### src/rtl/pipe_hazard_ctrl.sv
// Pipeline hazard controller for an in-order pipeline.
// Tracks every post-decode pipeline register in a small scoreboard and drives
// per-register PAUSE/FLUSH/NORMAL controls, operand-forwarding selects and
// stall/flush performance counters. All state updates on the falling clock edge.
module pipe_hazard_ctrl #(
  parameter int NSTAGE     = 3,
  parameter int BR_STAGE   = 2,
  parameter int LOAD_STAGE = 3,
  parameter int AW         = 5
) (
  input  logic                      clk,
  input  logic                      clr,
  input  logic                      id_valid,
  input  logic [AW-1:0]             id_rs1,
  input  logic [AW-1:0]             id_rs2,
  input  logic                      id_use_rs1,
  input  logic                      id_use_rs2,
  input  logic [AW-1:0]             id_rd,
  input  logic                      id_regwr,
  input  logic                      id_is_load,
  input  logic                      branch_taken,
  input  logic                      mem_busy,
  output logic [2*(NSTAGE+2)-1:0]   pl_ctrl,
  output logic [2:0]                fwd_rs1_sel,
  output logic [2:0]                fwd_rs2_sel,
  output logic                      stall,
  output logic [31:0]               stall_cnt,
  output logic [31:0]               flush_cnt
);

  localparam logic [1:0] PL_NORMAL = 2'b00;
  localparam logic [1:0] PL_PAUSE  = 2'b01;
  localparam logic [1:0] PL_FLUSH  = 2'b10;

  // One shadow entry per datapath register after decode.
  typedef struct packed {
    logic          valid;
    logic [AW-1:0] rd;
    logic          regwr;
    logic          is_load;
    logic [AW-1:0] rs1;
    logic [AW-1:0] rs2;
    logic          use_rs1;
    logic          use_rs2;
  } sb_t;

  sb_t         sb_q [1:NSTAGE];
  sb_t         sb_d [1:NSTAGE];
  logic [31:0] stall_cnt_q, stall_cnt_d;
  logic [31:0] flush_cnt_q, flush_cnt_d;
  logic        load_use;

  // Load-use hazard: a load still too young to forward feeds a source of the ID instruction.
  always_comb begin
    load_use = 1'b0;
    for (int k = 1; k <= NSTAGE; k++) begin
      if (k <= LOAD_STAGE - 2) begin
        if (sb_q[k].valid && sb_q[k].is_load && sb_q[k].regwr && (sb_q[k].rd != '0) &&
            ((id_use_rs1 && (sb_q[k].rd == id_rs1)) ||
             (id_use_rs2 && (sb_q[k].rd == id_rs2)))) begin
          load_use = 1'b1;
        end
      end
    end
    load_use = load_use & id_valid;
  end

  // Register controls and stall flag; mem_busy outranks branch, branch outranks load-use.
  always_comb begin
    pl_ctrl = '0;
    stall   = 1'b0;
    for (int i = 0; i < NSTAGE + 2; i++) begin
      if (!clr) begin
        pl_ctrl[2*i +: 2] = PL_FLUSH;
      end else if (mem_busy) begin
        pl_ctrl[2*i +: 2] = PL_PAUSE;
      end else if (branch_taken) begin
        // Field 0 (PC) loads the target; IF/ID and entries 1..BR_STAGE are squashed.
        pl_ctrl[2*i +: 2] = ((i >= 1) && (i <= BR_STAGE + 1)) ? PL_FLUSH : PL_NORMAL;
      end else if (load_use) begin
        // Hold PC and IF/ID, inject a bubble into entry 1.
        if (i <= 1) begin
          pl_ctrl[2*i +: 2] = PL_PAUSE;
        end else if (i == 2) begin
          pl_ctrl[2*i +: 2] = PL_FLUSH;
        end else begin
          pl_ctrl[2*i +: 2] = PL_NORMAL;
        end
      end else begin
        pl_ctrl[2*i +: 2] = PL_NORMAL;
      end
    end
    if (clr && !mem_busy && !branch_taken && load_use) begin
      stall = 1'b1;
    end
  end

  // Next scoreboard contents and counter values.
  always_comb begin
    for (int k = 1; k <= NSTAGE; k++) begin
      sb_d[k] = sb_q[k];
    end
    stall_cnt_d = stall_cnt_q;
    flush_cnt_d = flush_cnt_q;
    if (!mem_busy) begin
      for (int k = NSTAGE; k >= 2; k--) begin
        sb_d[k] = sb_q[k-1];
      end
      sb_d[1].valid   = id_valid;
      sb_d[1].rd      = id_rd;
      sb_d[1].regwr   = id_regwr;
      sb_d[1].is_load = id_is_load;
      sb_d[1].rs1     = id_rs1;
      sb_d[1].rs2     = id_rs2;
      sb_d[1].use_rs1 = id_use_rs1;
      sb_d[1].use_rs2 = id_use_rs2;
      if (branch_taken) begin
        // The branch itself moves up to BR_STAGE+1 (or retires when BR_STAGE == NSTAGE).
        for (int k = 1; k <= NSTAGE; k++) begin
          if (k <= BR_STAGE) begin
            sb_d[k].valid = 1'b0;
          end
        end
        flush_cnt_d = flush_cnt_q + 32'(BR_STAGE);
      end else if (load_use) begin
        sb_d[1].valid = 1'b0;
        stall_cnt_d   = stall_cnt_q + 32'd1;
      end
    end
  end

  // Scoreboard and counter registers, cleared asynchronously.
  always_ff @(negedge clk or negedge clr) begin
    if (!clr) begin
      for (int k = 1; k <= NSTAGE; k++) begin
        sb_q[k] <= '0;
      end
      stall_cnt_q <= '0;
      flush_cnt_q <= '0;
    end else begin
      for (int k = 1; k <= NSTAGE; k++) begin
        sb_q[k] <= sb_d[k];
      end
      stall_cnt_q <= stall_cnt_d;
      flush_cnt_q <= flush_cnt_d;
    end
  end

  // Forwarding for the instruction in entry 1: youngest matching producer wins.
  always_comb begin
    fwd_rs1_sel = 3'd0;
    fwd_rs2_sel = 3'd0;
    if (clr && sb_q[1].valid) begin
      for (int k = NSTAGE; k >= 2; k--) begin
        if (sb_q[k].valid && sb_q[k].regwr && (sb_q[k].rd != '0)) begin
          if (sb_q[1].use_rs1 && (sb_q[k].rd == sb_q[1].rs1)) begin
            fwd_rs1_sel = 3'(k);
          end
          if (sb_q[1].use_rs2 && (sb_q[k].rd == sb_q[1].rs2)) begin
            fwd_rs2_sel = 3'(k);
          end
        end
      end
    end
  end

  assign stall_cnt = stall_cnt_q;
  assign flush_cnt = flush_cnt_q;

endmodule
### config.mk
export PLATFORM = sky130hd
export DESIGN_NAME = pipe_hazard_ctrl
export DESIGN_NICKNAME = d
export VERILOG_FILES = /design/src/rtl/pipe_hazard_ctrl.sv
export SDC_FILE = /design/constraint.sdc
export NUM_CORES = 1
export LEC_CHECK = 0
export ABC_AREA = 1
export CAP_MARGIN = 5
export CELL_PAD_IN_SITES_DETAIL_PLACEMENT = 0
export CELL_PAD_IN_SITES_GLOBAL_PLACEMENT = 1
export CORE_ASPECT_RATIO = 0.75
export CORE_UTILIZATION = 38
export DETAILED_ROUTE_END_ITERATION = 10
export GPL_ROUTABILITY_DRIVEN = 0
export GPL_TIMING_DRIVEN = 1
export HOLD_SLACK_MARGIN = 0.08
export PLACE_DENSITY = 0.84
export SYNTH_ARGS = -nofsm -noshare
export SYNTH_HDL_FRONTEND = slang
export SYNTH_SLANG_ARGS = --single-unit
### constraint.sdc
create_clock -name clk -period 2.15 [get_ports clk]
set_input_delay 0.3225 -clock clk [delete_from_list [all_inputs] [get_ports clk]]
set_output_delay 0.3225 -clock clk [all_outputs]
set_load 0.1 [all_outputs]
### Word-level counts from Yosys, hierarchy flattened

Index checks and enable logic that the tools add are counted.

| word-level totals | value |
|---|---|
| register bits after elaboration | 98 |
| input port bits | 24 |

| cells by class | value |
|---|---|
| add/subtract/negate cells | 2 |
| reductions and logical operators | 26 |
| eq/ne operators | 6 |
| bitwise gates (word level) | 3 |
| multiplexer cells | 31 |

Operator list:

| cell | number |
|---|---|
| adder 32 x 1 -> 32 bit, second input constant | 1 |
| adder 32 x 2 -> 32 bit, second input constant | 1 |
| two-way mux 2 bit | 16 |
| == test 5 bit | 6 |
| logical AND 1 bit | 18 |
| two-way mux 3 bit | 6 |
| nonzero test 5 bit | 3 |
| two-way mux 1 bit | 9 |
| AND reduction 3 bit | 1 |
| zero test 1 bit | 2 |
| NOT 1 bit | 2 |
| AND reduction 2 bit | 1 |
| AND 1 bit | 1 |
| logical OR 1 bit | 1 |

### Longest topological paths before layout

| depth | value |
|---|---|
| depth after elaboration | 10 |
| mapped depth | 11 |
| mapped depth without buffers | 11 |

==> flow_metrics.py <==
metrics = {
    "floorplanning": {
        "die_x_um": 142,
        "num_rows": 38,
        "ios": 105,
        "coreArea_mm2": 0.0144,
        "die_y_um": 107,
        "die_area_mm2": 0.0152,
        "start_util_pct": 38.9,
    },
    "layout": {
        "fin_nets": 1041,
        "layout-drive-gt1-share_pct": 37.3,
        "area_delta_synth_final_pct": 73.4,
        "diodes": 0,
        "finalInstanceArea_mm2": 0.00972,
        "fillers": 1134,
        "fin_util_pct": 67.4,
        "instances_no_fill": 1220,
    },
    "clock_tree": {
        "cts_tree": "built",
        "clkLatencyLatePin_ns": 0.36,
        "clock_sinks": 97,
        "cts_hold_buf": 0,
        "numCtsBuffers": 9,
        "cts_buffer_depth": 2,
        "htree_levels": 3,
        "clk_pin_slew_worst_paths_ns": 0.05,
        "cts-root-buf": "clkbuf_16",
    },
    "timing": {
        "setup_ws_ns": -1.16,
        "clock_skew_ns": 0.00665,
        "finalSetupViolCount": 104,
        "rsz0062_at_grt": "yes",
        "drv_slew": 0,
        "hold_violations": 0,
    },
    "place": {
        "dp.cells": 1142,
        "place_hpwl_mm": 12.4,
        "dpl-instance-area_mm2": 0.00863,
        "port_buffers": 101,
    },
    "detailed_routing": {
        "drt_iter0_markers": 344,
        "ant_nets": 0,
        "firstDrtPassIters": 7,
        "wirelength_mm": 17.2,
        "vias_per_cell": 4.67,
        "vias": 5696,
        "wl_per_cell_um": 14.1,
        "post-route-drc-count": 0,
    },
    "critical_path": {
        "r2r_cells": 22,
        "cp.required_ns": 1.83,
        "cp_max_fo": 5,
        "crit_type": "flip-flop to primary output",
        "cp-end-kind": "primary output",
        "arrival_ns": 2.99,
        "start_kind": "flip-flop",
    },
    "global_route": {
        "grt_max_degree": 45,
        "grt_use_total_pct": 24.2,
        "grt_pass1_vias": 5565,
        "grt_antenna_before_repair": 0,
        "grt_pass1_wl_mm": 28.2,
        "overflow": 0,
    },
    "synth": {
        "synthFlopType": "dfrtn_1",
        "synth-seq-cells": 97,
        "netlist.area_leader.share_pct": 43.3,
        "ys_top_cells_by_count": "nand2_1, dfrtn_1, inv_1, nor2_1, xor2_1",
        "syn_area_per_cell_um2": 7.54,
        "yosysMostFrequentCell": "nand2_1",
        "syn_area_mm2": 0.00560,
        "synth-warning-count": 0,
        "ys_top_cells_by_area": "dfrtn_1, nand2_1, xor2_1",
        "synthArstFlopShare_pct": 100,
        "synth-seq-area-share_pct": 43.3,
        "synth_top_cell_by_area": "dfrtn_1",
        "synth_edf_count": 0,
        "synthDistinctLibCells": 37,
        "postSynthCellCount": 743,
    },
    "flow_run": {
        "max-cap-violations": 0,
    },
    "hold_path": {
        "hold_depth": 2,
        "hold_class": "flip-flop to flip-flop",
    },
    "power_and_ir_drop": {
        "ir_drop_mv": 0.646,
        "leakage_uw": 0.00488,
        "power.density_mw_per_mm2": 562,
    },
    "status": {
        "status": "finished, violations left",
        "violations": "setup timing",
    },
}
==> worst max-delay path, stage by stage, from the launching register on <==
cell     delay, ns
dfrtn_1       0.46
inv_2         0.09
nand2_2       0.06
nand2_1       0.06
nor2_2        0.11
nand3_2       0.10
nand2_4       0.12
nand3_4       0.09
buf_6         0.14
o21ai_4       0.14
buf_12        0.19
==> kinds of logic (layout without fill, tap and decap cells) <==
logic type               count (synthesis)  after routing  share of synthesized area [%]
adder cells (fa/ha/maj)                  2              2                          0.447
buffers and inverters                   88            363                           7.10
other                                    1              3                         0.0669
AND/OR/NAND/NOR                        464            464                           37.1
flip-flops                              97             97                           43.3
AO/OA/AOI/OAI                           35             35                           3.19
XOR/XNOR                                56             56                           8.75
==> state kept, by name, indices dropped and copies added, names as in the netlist <==
register	cells
sb_q	34
stall_cnt	32
flush_cnt	31
==> cell type report <==
cell class / instances / area, um^2 / area share (%)
clock buffers: 10 / 239 / 2.46
well taps: 200 / 250 / 2.58
flip-flops and latches: 97 / 2430 / 25.0
inverters: 69 / 284 / 2.92
clock inverters: 6 / 91.3 / 0.940
multi-input cells: 560 / 3140 / 32.3
repair buffers: 278 / 3280 / 33.8
==> power breakdown <==
group          total [uW]  internal [uW]  switching, uW
combinational        1560            660            905
sequential           2090           1960            128
clock                1820           1050            761
==> worst paths after layout <==
kind                                 startpoint                         to  slack (ns)
setup / recovery           sb_q[57]$_DFFE_NN0N_                 pl_ctrl[5]       -1.16
min in group asynchronous                   clr       sb_q[44]$_DFFE_NN0N_        0.78
hold reg to reg            sb_q[13]$_DFFE_NN0N_       sb_q[13]$_DFFE_NN0N_        0.45
hold / removal             sb_q[13]$_DFFE_NN0N_       sb_q[13]$_DFFE_NN0N_        0.45
setup reg to reg           sb_q[57]$_DFFE_NN0N_  stall_cnt[26]$_DFFE_NN0P_       -0.45
max in group asynchronous                   clr       sb_q[14]$_DFFE_NN0N_        0.78
==> through the flow <==
step | worst slack [ns] | TNS (ns) | power, uW | hold slack [ns]
floorplan | -1.16 | -35.59 | 2880 | 0.409
global placement | -0.899 | -76.50 | 3490 | 0.438
detailed placement | -0.929 | -78.04 | 3510 | 0.445
CTS | -1.17 | -55.50 | 5400 | 0.452
global route | -1.22 | -58.58 | 5660 | 0.470
finish | -1.16 | -53.30 | 5470 | 0.451
==> per-layer routing <==
layer	global-route usage (%)	wire length, um
met4	7.07	218
met3	6.16	980
met1	33.0	8250
met5	0	0
met2	37.7	7760
==> what timing repair did <==
action	CTS	global route
resized for setup	120	37
buffers inserted	55	20
setup endpoints to repair	173	110
pin swaps	24	31
gates cloned	1	0
==> cell usage in the layout (no fill, tap or decap), types with 4 or more instances in the layout <==
cell,count
o21ai_0,28
nor2_1,49
nand3_2,4
nand2_4,5
buf_4,152
inv_1,56
clkdlybuf4s50_1,7
clkbuf_16,9
inv_2,9
xnor2_1,19
dfrtn_1,97
xor2_1,31
nand3_1,24
nand4_1,15
nor3_1,13
nand2_1,278
xnor2_2,5
nor2_4,11
buf_6,31
nor2_2,9
buf_12,83
nand3_4,4
nand3b_1,13
nand2_2,20
nor3_2,4
Power figures use the tool's default switching activity.
